`src/rtl/branch_pkg.sv`:
```
// Shared definitions for the branch resolution unit.
//   - RV32I branch Funct3 codes
//   - FSM state type
//   - helper telling whether a Funct3 code is a real conditional branch
package branch_pkg;

    localparam logic [2:0] F3_BEQ  = 3'b000;
    localparam logic [2:0] F3_BNE  = 3'b001;
    localparam logic [2:0] F3_BLT  = 3'b100;
    localparam logic [2:0] F3_BGE  = 3'b101;
    localparam logic [2:0] F3_BLTU = 3'b110;
    localparam logic [2:0] F3_BGEU = 3'b111;

    typedef enum logic [1:0] {
        IDLE     = 2'd0,
        REDIRECT = 2'd1,
        FLUSH    = 2'd2
    } state_t;

    // 010/011 are not branch encodings; they never resolve taken and are not counted.
    function automatic logic f3_is_branch(input logic [2:0] f3);
        return (f3 != 3'b010) && (f3 != 3'b011);
    endfunction

endpackage

```
`src/rtl/branch_cond.sv`:
```
// Combinational branch condition evaluation.
// Ports:
//   funct3    in  3  branch condition code
//   zero_flag in  1  ALU result == 0
//   branch_e  in  1  conditional branch in Execute
//   jump_e    in  1  unconditional jump in Execute (wins over branch_e)
//   valid_br  out 1  a countable conditional branch is present
//   taken     out 1  control flow must be redirected
module branch_cond
    import branch_pkg::*;
(
    input  logic [2:0] funct3,
    input  logic       zero_flag,
    input  logic       branch_e,
    input  logic       jump_e,
    output logic       valid_br,
    output logic       taken
);

    logic cond;

    // Decode programs SUB for BEQ/BNE and SLT/SLTU for the ordered compares,
    // so Z=0 on the ordered compares means "less than" was true.
    always_comb begin
        cond = 1'b0;
        unique case (funct3)
            F3_BEQ:           cond = zero_flag;
            F3_BNE:           cond = ~zero_flag;
            F3_BLT, F3_BLTU:  cond = ~zero_flag;
            F3_BGE, F3_BGEU:  cond = zero_flag;
            default:          cond = 1'b0;
        endcase
    end

    assign valid_br = branch_e & ~jump_e & f3_is_branch(funct3);
    assign taken    = jump_e | (valid_br & cond);

endmodule

```
`src/rtl/branch_resolve.sv`:
```
// Registered branch/jump resolution unit.
// Decides taken/not-taken for the instruction in Execute, redirects Fetch one
// cycle later and holds FlushD/FlushE for FLUSH_CYCLES cycles (stretched by
// stalls). Keeps wrap-around counters of resolved branches and taken events.
// Ports:
//   clk, rst                 clock, async active-high reset
//   BranchE, JumpE           branch / jump in Execute
//   Funct3E, ZeroFlag        condition code and ALU zero flag
//   PCTargetE                resolved target
//   StallE                   Execute held; freezes this unit
//   PCSrc, PCTarget          Fetch redirect select and address
//   FlushD, FlushE, Busy     flush outputs / sequence in progress
//   BrCount, TakenCount      performance counters
//
// state    | meaning
// IDLE     | accepting resolve events
// REDIRECT | first redirect cycle: PCSrc and flushes high
// FLUSH    | remaining flush cycles, cnt_q counts down to 0
module branch_resolve
    import branch_pkg::*;
#(
    parameter int W            = 32,
    parameter int FLUSH_CYCLES = 1,
    parameter int CNT_W        = 32
) (
    input  logic             clk,
    input  logic             rst,
    input  logic             BranchE,
    input  logic             JumpE,
    input  logic [2:0]       Funct3E,
    input  logic             ZeroFlag,
    input  logic [W-1:0]     PCTargetE,
    input  logic             StallE,
    output logic             PCSrc,
    output logic [W-1:0]     PCTarget,
    output logic             FlushD,
    output logic             FlushE,
    output logic             Busy,
    output logic [CNT_W-1:0] BrCount,
    output logic [CNT_W-1:0] TakenCount
);

    localparam int CW = (FLUSH_CYCLES > 2) ? $clog2(FLUSH_CYCLES) : 1;

    state_t           state_q, state_d;
    logic [CW-1:0]    cnt_q, cnt_d;
    logic [W-1:0]     pc_target_q, pc_target_d;
    logic [CNT_W-1:0] br_count_q, br_count_d;
    logic [CNT_W-1:0] taken_count_q, taken_count_d;

    logic valid_br;
    logic taken;
    logic resolve;

    branch_cond u_cond (
        .funct3    (Funct3E),
        .zero_flag (ZeroFlag),
        .branch_e  (BranchE),
        .jump_e    (JumpE),
        .valid_br  (valid_br),
        .taken     (taken)
    );

    assign resolve = (state_q == IDLE) && !StallE && (BranchE || JumpE);

    always_ff @(posedge clk or posedge rst) begin
        if (rst) begin
            state_q       <= IDLE;
            cnt_q         <= '0;
            pc_target_q   <= '0;
            br_count_q    <= '0;
            taken_count_q <= '0;
        end else begin
            state_q       <= state_d;
            cnt_q         <= cnt_d;
            pc_target_q   <= pc_target_d;
            br_count_q    <= br_count_d;
            taken_count_q <= taken_count_d;
        end
    end

    always_comb begin
        state_d       = state_q;
        cnt_d         = cnt_q;
        pc_target_d   = pc_target_q;
        br_count_d    = br_count_q;
        taken_count_d = taken_count_q;

        // A stall freezes everything, so an asserted flush simply stays asserted.
        if (!StallE) begin
            unique case (state_q)
                IDLE: begin
                    if (resolve && taken) begin
                        state_d     = REDIRECT;
                        pc_target_d = PCTargetE;
                    end
                end
                REDIRECT: begin
                    if (FLUSH_CYCLES == 1) begin
                        state_d = IDLE;
                    end else begin
                        state_d = FLUSH;
                        cnt_d   = CW'(FLUSH_CYCLES - 2);
                    end
                end
                FLUSH: begin
                    if (cnt_q == '0) begin
                        state_d = IDLE;
                    end else begin
                        cnt_d = cnt_q - CW'(1);
                    end
                end
                default: state_d = IDLE;
            endcase
        end

        if (resolve) begin
            br_count_d    = br_count_q + CNT_W'(valid_br);
            taken_count_d = taken_count_q + CNT_W'(taken);
        end
    end

    always_comb begin
        PCSrc  = (state_q == REDIRECT);
        FlushD = (state_q != IDLE);
        FlushE = (state_q != IDLE);
        Busy   = (state_q != IDLE);
    end

    assign PCTarget   = pc_target_q;
    assign BrCount    = br_count_q;
    assign TakenCount = taken_count_q;

endmodule

```
`config.mk`:
```
export PLATFORM = sky130hd
export DESIGN_NAME = branch_resolve
export DESIGN_NICKNAME = d
export VERILOG_FILES = /design/src/rtl/branch_pkg.sv /design/src/rtl/branch_cond.sv /design/src/rtl/branch_resolve.sv
export SDC_FILE = /design/constraint.sdc
export NUM_CORES = 1
export LEC_CHECK = 0
export CAP_MARGIN = 25
export CORE_UTILIZATION = 25
export DETAILED_ROUTE_END_ITERATION = 8
export SLEW_MARGIN = 30
export SYNTH_ARGS = -nofsm -noshare
export SYNTH_HDL_FRONTEND = slang
export SYNTH_HIERARCHICAL = 1
export SYNTH_SLANG_ARGS = --single-unit
```
`constraint.sdc`:
```
create_clock -name clk -period 5.1 [get_ports clk]
set_input_delay 1.02 -clock clk [delete_from_list [all_inputs] [get_ports clk]]
set_output_delay 1.02 -clock clk [all_outputs]
set_load 0.01 [all_outputs]
```
==> results of run 1 <==
==> synth_stat cells, drive strengths merged <==
cell,number
dfrtp,97
xnor2,57
nand4,45
mux2,36
nand3,20
buf,15
and2,13
nand2,13
and3,11
nor2,10
and4,6
ha,5
nor3,5
nor4,5
xor2,4
inv,3
clkbuf,2
nor2b,2
nor4b,2
a311o,1
and3b,1
nor3b,1
nor4bb,1
==> area by class of cell <==
| type | count | area, um^2 |
|---|---|---|
| Clock buffer | 12 | 266.5 |
| Timing Repair Buffer | 142 | 1416 |
| Fill cell | 1680 | 11110 |
| Multi-Input combinational cell | 238 | 2006 |
| Inverter | 3 | 13.76 |
| Sequential cell | 97 | 2427 |
| Tap cell | 225 | 281.5 |
| Clock inverter | 2 | 13.76 |
==> how the worst max path moves through the flow <==
| stage | startpoint | endpoint | depth (start not counted) |
|---|---|---|---|
| global route | BranchE | TakenCount[29] | 8 |
| global placement | ZeroFlag | TakenCount[29] | 9 |
| detailed placement | ZeroFlag | TakenCount[29] | 9 |
| CTS | ZeroFlag | TakenCount[29] | 9 |
| finish | BranchE | TakenCount[29] | 8 |
| floorplan | rst | BrCount[0] | 1 |
==> flip-flops by register name, indices dropped and copies added, names as in the netlist <==
signal      cells
TakenCount     32
PCTarget       32
BrCount        32
state_q         1
==> critical path: stages <==
cell	delay (ns)
clkdlybuf4s50_1	0.55
nor4b_1	0.27
a311o_1	0.25
ha_1	0.23
nand3_1	0.13
nor4_4	0.70
nand4_1	0.25
xnor2_1	0.19
==> logic make-up (layout without fill, tap and decap cells) <==
| logic type | count (synthesis) | count (layout) | share of synthesized area |
|---|---|---|---|
| fa+ha+maj | 5 | 5 | 0.01374 |
| xor+xnor | 61 | 61 | 0.1173 |
| mux | 36 | 36 | 0.1129 |
| simple gates | 135 | 135 | 0.1937 |
| compound gates | 1 | 1 | 0.002198 |
| buf+inv | 20 | 159 | 0.02693 |
| flops | 97 | 97 | 0.5331 |
==> metrics by stage <==
stage / area (um^2) / total power, mW / cells / util / hold WS, ns
after detailed placement: 6145 / 1.501 / 705 / 0.3504 / 0.4634
after global routing: 6425 / 2.244 / 719 / 0.3664 / 0.5011
final: 6425 / 2.133 / 719 / 0.3664 / 0.4718
after global placement: 6142 / 1.490 / 705 / 0.3502 / 0.4624
after CTS: 6425 / 2.172 / 719 / 0.3664 / 0.4748
after floorplan: 4553 / 1.206 / 355 / - / 0.5075
==> metal layers <==
layer / part of all wire / vias to the layer above / GRT usage
li1: - / 1540 / -
met1: 0.44 / 1585 / 0.1557
met2: 0.49 / 94 / 0.2076
met3: 0.053 / 13 / 0.03630
met4: 0.013 / 0 / 0.04396
met5: 0 / - / 0
==> power by group <==
| group | leakage (nW) | switching [mW] | internal, mW |
|---|---|---|---|
| clock | 0.141 | 0.290 | 0.366 |
| sequential | 1.27 | 0.0868 | 0.871 |
| combinational | 1.25 | 0.188 | 0.332 |
==> implementation parameters, run 1 <==
Parameter                              Value

Placed design
  HPWL after DPL    8109 um
  Buffers added on ports    140
  Post-Place Setup Slack    1.353 ns
  Weighted congestion at the end of routability-driven global placement    about 0.75

Timing
  Max transition margin    0.3930
  Setup TNS    0 ns
  Setup repair after global routing missed its margin    no
  Number of slew-limit violations in the final report    0
  Portion of the clock cycle consumed by the worst path in the final layout    0.6605
  Slack of the critical path    ~1.7 ns
  Count of endpoints failing hold in the final timing report    0
  Endpoints failing setup    0
  Actual transition at the worst max-transition pin    0.9037 ns
  Final critical delay including setup and external delays    ~3.4 ns
  Final worst clock skew    0.009135 ns
  FMAX    0.2969 GHz

Global route
  Antenna violations before repair    0
  First-pass GRT wire length    17960 um
  Pin count of the biggest net entering global routing    66
  Vias in the first global route    3316
  Overall track demand over capacity in global routing    0.1258
  Total congestion overflow    0

Clock network
  Max Buffers Root-to-Sink    2
  Clock edge transition at the registers on the reported setup and hold paths    ~0.070 ns
  Count of instances resized after the clock tree is built    0
  Total number of clock tree sinks    97
  Count of buffers added by post-CTS timing repair for setup    0
  Clock tree from TritonCTS    built
  Num CTS Buffers    9
  Library cell used as clock root buffer    clkbuf_16
  Hold_buf cts    0
  H-Tree Depth    3
  Worst-Skew Late Latency    0.34 ns

Floorplan
  Initial Util    0.2596
  Number of core rows    48
  Core ar.    ~18000 um^2
  Die Height    between 100 and 150 um
  Overall die width    137.0 um
  # IOs    ~140
  Area of the die    18760 um^2

Logic synthesis
  Yosys top cell by area    dfrtp_1
  Portion of synthesized cell area occupied by the leading cell type    0.5331
  Instance count of the mapped netlist    ~360
  Main area contributors after synthesis    dfrtp_1 (53%), xnor2_1 (11%), mux2_4 (9.6%), nand4_1 (6.0%), nand3_1 (2.2%)
  Count of warnings emitted by yosys    6
  Share of synthesized area occupied by flip-flops and latches    0.5331
  Synth unique cells    32
  Synthesized netlist net count    401
  Post-Syn Area    between 4000 and 5000 um^2
  Number of storage elements in the synthesis netlist    97
  Mean post-synth cell area    roughly 13 um^2

Job
  Number of violations of the max-capacitance limit    0

Detailed routing
  Number of DRC markers in iteration 0    114
  Wire length per cell    between 15 and 20 um
  Number of detailed-route iterations in the first pass    4
  Final routed wirelength across all metal layers    11140 um
  Via count    3232
  Post-detailed-route via-to-cell ratio    4.495
  # DRC    0
  Final ANT Viol Nets    0

Critical path
  Reg2Reg Depth    6
  Endpoint type of the worst setup path    register
  Sort of element at the start of the critical path    primary input
  Data required time of the critical path    5.33 ns
  Arrival time of data at the critical path endpoint    around 3.6 ns
  Critical R2R Capture    BrCount[18]
  R2r setup slk    3.00 ns
  Crit-path max FO    15
  RR Startpoint    BrCount[0]
  Worst setup path category    in -> reg

Power
  Worst vdd rail ir drop    0.1644 mV
  Pwr/cell area    332.0 nW/um^2
  Leak pwr    ~2.7 nW

Outcome
  Result of the run    finished clean

Final layout
  Commonest cells after routing, fill and taps aside    clkdlybuf4s50_1 (140), dfrtp_1 (97), xnor2_1 (57)
  Number of nets in the layout    537
  Diodes inserted    0
  Layout overhead on the synthesized area    41.11%
  Leading cell type in the layout, fill and taps excluded    clkdlybuf4s50_1
  Ratio of cells with drive above 1 in the final layout    0.1275

Min path
  Origin of the worst min-delay path    BrCount[31]
  Hold Crit Class    reg -> reg
  Hold Path Sink    BrCount[31]
  Number of cells traversed by the worst hold path    1
Power figures use the tool's default switching activity.
==> inputs of run 2 (changes only) <==
==> constraint.sdc (replaced) <==
create_clock -name clk -period 3.2 [get_ports clk]
set_input_delay 0.64 -clock clk [delete_from_list [all_inputs] [get_ports clk]]
set_output_delay 0.64 -clock clk [all_outputs]
set_load 0.01 [all_outputs]
==> run 2 against run 1 <==
  * First-iteration DRC count grew 49%
  * Routed wire length fell by 0.47%
  * Count of clock-buffer cells in the layout is 3 lower
  * Register-to-register slack worse by 1.7 ns
  * Die area is the same
  * Via count is 2.9% higher
  * Largest cell class unchanged
==> implementation parameters, run 2 (synthesized netlist as in run 1, its figures left out) <==
Parameter                              Value

Clock network
  Count of buffers added by post-CTS timing repair for setup    0 (unchanged)
  Clock edge transition at the registers on the reported setup and hold paths    0.07 ns (about the same)
  Clock tree from TritonCTS    built (unchanged)
  Num CTS Buffers    9 (unchanged)
  Worst-Skew Late Latency    0.35 ns (was 0.34 ns)
  Max Buffers Root-to-Sink    2 (unchanged)
  Total number of clock tree sinks    97 (unchanged)
  Hold_buf cts    0 (unchanged)
  Library cell used as clock root buffer    clkbuf_16 (unchanged)
  H-Tree Depth    3 (unchanged)
  Count of instances resized after the clock tree is built    0 (unchanged)

Placed design
  Buffers added on ports    140 (unchanged)
  Dpl cell area    6235 um^2 (was 6145 um^2)
  HPWL after DPL    8020 um (was 8109 um)
  Placed insts    714 (was 705)
  Weighted congestion at the end of routability-driven global placement    0.7533 (was 0.7479)

Critical path
  R2r setup slk    1.34 ns (was 3.00 ns)
  Reg2Reg Depth    4 (was 6)
  Critical R2R Capture    BrCount[9] (was BrCount[18])
  Endpoint type of the worst setup path    register (unchanged)
  Crit-path max FO    4 (was 15)
  Slowest stage delay, CP    0.43 ns (was 0.70 ns)
  Sort of element at the start of the critical path    primary input (unchanged)
  Launching instance or port of the critical path    Funct3E[0] (was BranchE)
  Top Family by Delay on Critical Path    simple AND/OR/NAND/NOR gates (unchanged)
  Arrival time of data at the critical path endpoint    3.07 ns (was 3.60 ns)
  Capture point of the worst path    TakenCount[12] (was TakenCount[29])
  Worst path cell trace    clkdlybuf4s50_1, xnor2_1, nor4b_1, a311o_1, ha_1, ha_1, nand2_1, nor4b_2, nand4_1, xnor2_1 (was clkdlybuf4s50_1, nor4b_1, a311o_1, ha_1, nand3_1, nor4_4, nand4_1, xnor2_1)
  RR Startpoint    state_q[0] (was BrCount[0])
  Data required time of the critical path    3.42 ns (was 5.33 ns)
  Total buffers and inverters traversed by the critical path    1 (unchanged)
  Logic depth of the worst path, buffers included    10 (was 8)
  Worst setup path category    in -> reg (unchanged)
  Worst-path cell with the longest stage delay    nor4b_2 (was nor4_4)

Timing
  Portion of the clock cycle consumed by the worst path in the final layout    0.8898
  Setup TNS    0 ns (unchanged)
  Setup repair after global routing missed its margin    no (unchanged)
  Final critical delay including setup and external delays    2.847 ns
  FMAX    0.3512 GHz
  Endpoints failing setup    0 (unchanged)
  Worst hold slack    0.4746 ns (was 0.4718 ns)
  Number of slew-limit violations in the final report    0 (unchanged)
  Count of endpoints failing hold in the final timing report    0 (unchanged)
  Max transition margin    0.4732 (was 0.3930)
  Final worst clock skew    0.008485 ns (was 0.009135 ns)
  Actual transition at the worst max-transition pin    0.7902 ns (was 0.9037 ns)

Final layout
  Layout overhead on the synthesized area    43.80% (was 41.11%)
  Commonest cells after routing, fill and taps aside    clkdlybuf4s50_1 (140), dfrtp_1 (97), xnor2_1 (57) (unchanged)
  Diodes inserted    0 (unchanged)
  Number of nets in the layout    546 (was 537)
  Leading cell type in the layout, fill and taps excluded    clkdlybuf4s50_1 (unchanged)
  Number of standard cells in the final layout excluding fillers    730 (was 719)
  Count of fill cells added during filler insertion    1723 (was 1680)
  Final std cell area, no fill    6548 um^2 (was 6425 um^2)
  Ratio of cells with drive above 1 in the final layout    0.1446 (was 0.1275)

Global route
  Vias in the first global route    3346 (was 3316)
  First-pass GRT wire length    17630 um (was 17960 um)
  Pin count of the biggest net entering global routing    63 (was 66)
  Overall track demand over capacity in global routing    0.1231 (was 0.1258)
  Antenna violations before repair    0 (unchanged)
  Total congestion overflow    0 (unchanged)

Detailed routing
  Number of detailed-route iterations in the first pass    4 (unchanged)
  Via count    3325 (was 3232)
  # DRC    0 (unchanged)
  Final ANT Viol Nets    0 (unchanged)
  Number of DRC markers in iteration 0    170 (was 114)
  Wire length per cell    15.19 um (was 15.49 um)
  Final routed wirelength across all metal layers    11090 um (was 11140 um)
  Post-detailed-route via-to-cell ratio    4.555 (was 4.495)

Floorplan
  Initial Util    0.2596 (unchanged)
  Core ar.    17540 um^2 (unchanged)
  Overall die width    137.0 um (unchanged)
  Die Height    137.0 um (unchanged)
  Area of the die    18760 um^2 (unchanged)
  Number of core rows    48 (unchanged)
  # IOs    141 (unchanged)

Power
  Leak pwr    2.734 nW (was 2.664 nW)
  Worst vdd rail ir drop    0.2647 mV (was 0.1644 mV)
  Pwr/cell area    534.2 nW/um^2 (was 332.0 nW/um^2)

Min path
  Hold Crit Class    reg -> reg (unchanged)
  Number of cells traversed by the worst hold path    1 (unchanged)

Job
  Number of violations of the max-capacitance limit    0 (unchanged)

Outcome
  Result of the run    finished clean (unchanged)
-- run 2: cell types whose count changed in the layout (fill, tap and decap cells not counted), moves of 2 or more --
cell	change
buf_4	+7
clkbuf_8	-3
buf_12	+2
clkinv_4	+3
inv_8	+2
-- run 2: worst min-delay path by stage --
stage | from | endpoint | slack (ns)
final | TakenCount[31] | TakenCount[31] | 0.47
after global routing | BrCount[31] | BrCount[31] | 0.51
after CTS | BrCount[31] | BrCount[31] | 0.48
after detailed placement | BrCount[31] | BrCount[31] | 0.47
after global placement | TakenCount[31] | TakenCount[31] | 0.46
after floorplan | BrCount[31] | BrCount[31] | 0.51
-- run 2: cell type report --
class                      instances  area [um^2]  share of cell area
multi-input combinational        238         2003              0.3059
tap                              225        281.5             0.04300
sequential                        97         2427              0.3707
inverter                           3        13.76            0.002102
clock inverter                     7        87.58             0.01338
timing repair buffer             151         1509              0.2305
clock buffer                       9        225.2             0.03440
-- run 2: per-stage QoR --
step	total power, mW	setup slack, ns	util
floorplan	1.922	0.02628	-
global placement	2.384	0.1292	0.3555
detailed placement	2.400	0.02741	0.3555
CTS	3.561	0.3744	0.3734
global route	3.665	0.2153	0.3734
finish	3.498	0.3526	0.3734
-- run 2: worst reg2reg max path: cells and delay by family, from the launching register on --
kind,cells,cell delay (ns)
xor gates and xnor gates,1,0.16
DFF,1,0.61
and+or+nand+nor,3,0.98
-- run 2: report_power, final --
part | switching, mW | internal, mW
registers | 0.138 | 1.39
clock network | 0.509 | 0.623
logic | 0.303 | 0.537
-- run 2: metal layers --
metal / wire [um] / part of all wire / track usage
met5: 0 / 0 / 0
met4: 172 / 0.016 / 0.05311
met3: 536 / 0.048 / 0.03037
met2: 5337 / 0.48 / 0.1925
met1: 5040 / 0.45 / 0.1607
==> inputs of run 3 (changes only) <==
--- a/config.mk
+++ b/config.mk
@@ -8,6 +8,7 @@
 export CAP_MARGIN = 25
 export CORE_UTILIZATION = 25
 export DETAILED_ROUTE_END_ITERATION = 8
+export GPL_TIMING_DRIVEN = 0
 export SLEW_MARGIN = 30
 export SYNTH_ARGS = -nofsm -noshare
 export SYNTH_HDL_FRONTEND = slang
==> run 3 against run 2 <==
  * Die area did not move
  * Sequential share of layout area increased by 0.071 points
  * Count of clock-buffer cells in the layout rose by 3
  * Cell count increased by 0.82%
  * Power down 2.5%
  * Worst hold slack better by 0.0012 ns
  * Clock skew barely moved
  * Global-route usage increased by 0.39 points
  * Non-clock buffer count rose by 6
==> implementation parameters, run 3 (synthesized netlist as in run 1, its figures left out) <==
Parameter                              Value

Floorplan
  Number of core rows    48 (unchanged)
  Die Height    137.0 um (unchanged)
  Overall die width    137.0 um (unchanged)
  # IOs    141 (unchanged)
  Core ar.    17540 um^2 (unchanged)
  Initial Util    0.2596 (unchanged)
  Area of the die    18760 um^2 (unchanged)

Critical path
  Data required time of the critical path    3.42 ns (about the same)
  Crit-path max FO    10 (was 4)
  Worst setup path category    in -> reg (unchanged)
  Endpoint type of the worst setup path    register (unchanged)
  Sort of element at the start of the critical path    primary input (unchanged)
  R2r setup slk    1.27 ns (was 1.34 ns)
  Arrival time of data at the critical path endpoint    3.13 ns (was 3.07 ns)

Clock network
  Clock tree from TritonCTS    built (unchanged)
  Count of instances resized after the clock tree is built    0 (unchanged)
  Max Buffers Root-to-Sink    2 (unchanged)
  Worst-Skew Late Latency    0.34 ns (was 0.35 ns)
  Num CTS Buffers    9 (unchanged)
  H-Tree Depth    3 (unchanged)
  Total number of clock tree sinks    97 (unchanged)
  Hold_buf cts    0 (unchanged)
  Count of buffers added by post-CTS timing repair for setup    0 (unchanged)
  Library cell used as clock root buffer    clkbuf_16 (unchanged)
  Clock edge transition at the registers on the reported setup and hold paths    0.07 ns (about the same)

Detailed routing
  Number of DRC markers in iteration 0    100 (was 170)
  Wire length per cell    15.31 um (was 15.19 um)
  Via count    3254 (was 3325)
  Post-detailed-route via-to-cell ratio    4.421 (was 4.555)
  Final ANT Viol Nets    0 (unchanged)
  Number of detailed-route iterations in the first pass    4 (unchanged)
  Final routed wirelength across all metal layers    11270 um (was 11090 um)
  # DRC    0 (unchanged)

Power
  Worst vdd rail ir drop    0.4231 mV (was 0.2647 mV)
  Pwr/cell area    521.7 nW/um^2 (was 534.2 nW/um^2)
  Leak pwr    2.745 nW (was 2.734 nW)

Job
  Number of violations of the max-capacitance limit    0 (unchanged)

Placed design
  Post-Place Setup Slack    -0.07752 ns (was 0.02741 ns)
  Weighted congestion at the end of routability-driven global placement    0.7806 (was 0.7533)
  HPWL after DPL    8299 um (was 8020 um)
  Dpl cell area    6251 um^2 (was 6235 um^2)
  Buffers added on ports    139 (was 140)

Global route
  Pin count of the biggest net entering global routing    60 (was 63)
  Vias in the first global route    3388 (was 3346)
  Antenna violations before repair    0 (unchanged)
  Overall track demand over capacity in global routing    0.1270 (was 0.1231)
  First-pass GRT wire length    18150 um (was 17630 um)
  Total congestion overflow    0 (unchanged)

Final layout
  Ratio of cells with drive above 1 in the final layout    0.1507 (was 0.1446)
  Diodes inserted    0 (unchanged)
  Commonest cells after routing, fill and taps aside    clkdlybuf4s50_1 (139), dfrtp_1 (97), xnor2_1 (57) (was clkdlybuf4s50_1 (140), dfrtp_1 (97), xnor2_1 (57))
  Layout overhead on the synthesized area    43.53% (was 43.80%)
  Count of fill cells added during filler insertion    1691 (was 1723)
  Leading cell type in the layout, fill and taps excluded    clkdlybuf4s50_1 (unchanged)
  Number of nets in the layout    552 (was 546)
  Final std cell area, no fill    6535 um^2 (was 6548 um^2)

Timing
  Final critical delay including setup and external delays    2.912 ns (was 2.847 ns)
  Final worst clock skew    0.008649 ns (was 0.008485 ns)
  Endpoints failing setup    0 (unchanged)
  Setup repair after global routing missed its margin    no (unchanged)
  Max transition margin    0.5569 (was 0.4732)
  Number of slew-limit violations in the final report    0 (unchanged)
  Worst hold slack    0.4758 ns (was 0.4746 ns)
  Count of endpoints failing hold in the final timing report    0 (unchanged)
  Portion of the clock cycle consumed by the worst path in the final layout    0.9101 (was 0.8898)
  Actual transition at the worst max-transition pin    0.6597 ns (was 0.7902 ns)
  Slack of the critical path    0.2876 ns (was 0.3526 ns)
  FMAX    0.3434 GHz (was 0.3512 GHz)

Outcome
  Result of the run    finished clean (unchanged)

Min path
  Hold Crit Class    reg -> reg (unchanged)
## run 3: cell count changes in the layout (fill, tap and decap cells not counted), sizes merged
cell / delta
buf: +5
bufinv: -1
clkbuf: +5
clkdlybuf4s50: -1
inv: -2
## run 3: power breakdown
part           internal, mW  leakage, nW  switching [mW]
registers              1.39         1.27           0.126
logic                 0.545         1.33           0.318
clock network         0.570        0.143           0.462
## run 3: metrics by stage
stage / setup TNS, ns / instances / utilization / total power, mW
2_1_floorplan: 0 / 355 / - / 1.922
3_3_place_gp: -143.78 / 719 / 0.3550 / 2.388
3_5_place_dp: -0.9101 / 720 / 0.3565 / 2.408
4_1_cts: 0 / 736 / 0.3726 / 3.467
5_1_grt: 0 / 736 / 0.3726 / 3.590
6_report: 0 / 736 / 0.3726 / 3.409
## run 3: final timing paths
path / start / end / cells past startpoint
min reg2reg: BrCount[31] / BrCount[31] / 1
min: BrCount[31] / BrCount[31] / 1
max: ZeroFlag / TakenCount[18] / 10
max in group asynchronous: rst / BrCount[20] / 3
max reg2reg: state_q[0] / TakenCount[27] / 5
min in group asynchronous: rst / PCTarget[31] / 2
## run 3: final cells by class
type,count,area (um^2),share of cell area
sequential,97,2427,0.3714
multi-input combinational,238,2003,0.3065
timing repair buffer,140,1411,0.2160
tap,225,281.5,0.04308
clock buffer,12,256.5,0.03925
buffer,17,111.4,0.01704
clock inverter,4,27.53,0.004212
inverter,3,16.27,0.002489
## run 3: critical path: stages
cell             delay, ns
clkdlybuf4s50_1       0.42
xnor2_1               0.15
nor4b_1               0.27
a311o_1               0.25
ha_1                  0.22
ha_1                  0.18
nand2_1               0.11
nor4_4                0.51
nand4_1               0.20
xnor2_1               0.17
## run 3: per-layer routing
layer	track usage	up-vias	share of wire	wire length [um]
met5	0	-	0	0
met4	0.04640	0	0.016	184
met3	0.03926	13	0.057	639
met2	0.1998	92	0.48	5386
met1	0.1632	1583	0.45	5060
li1	-	1566	-	-
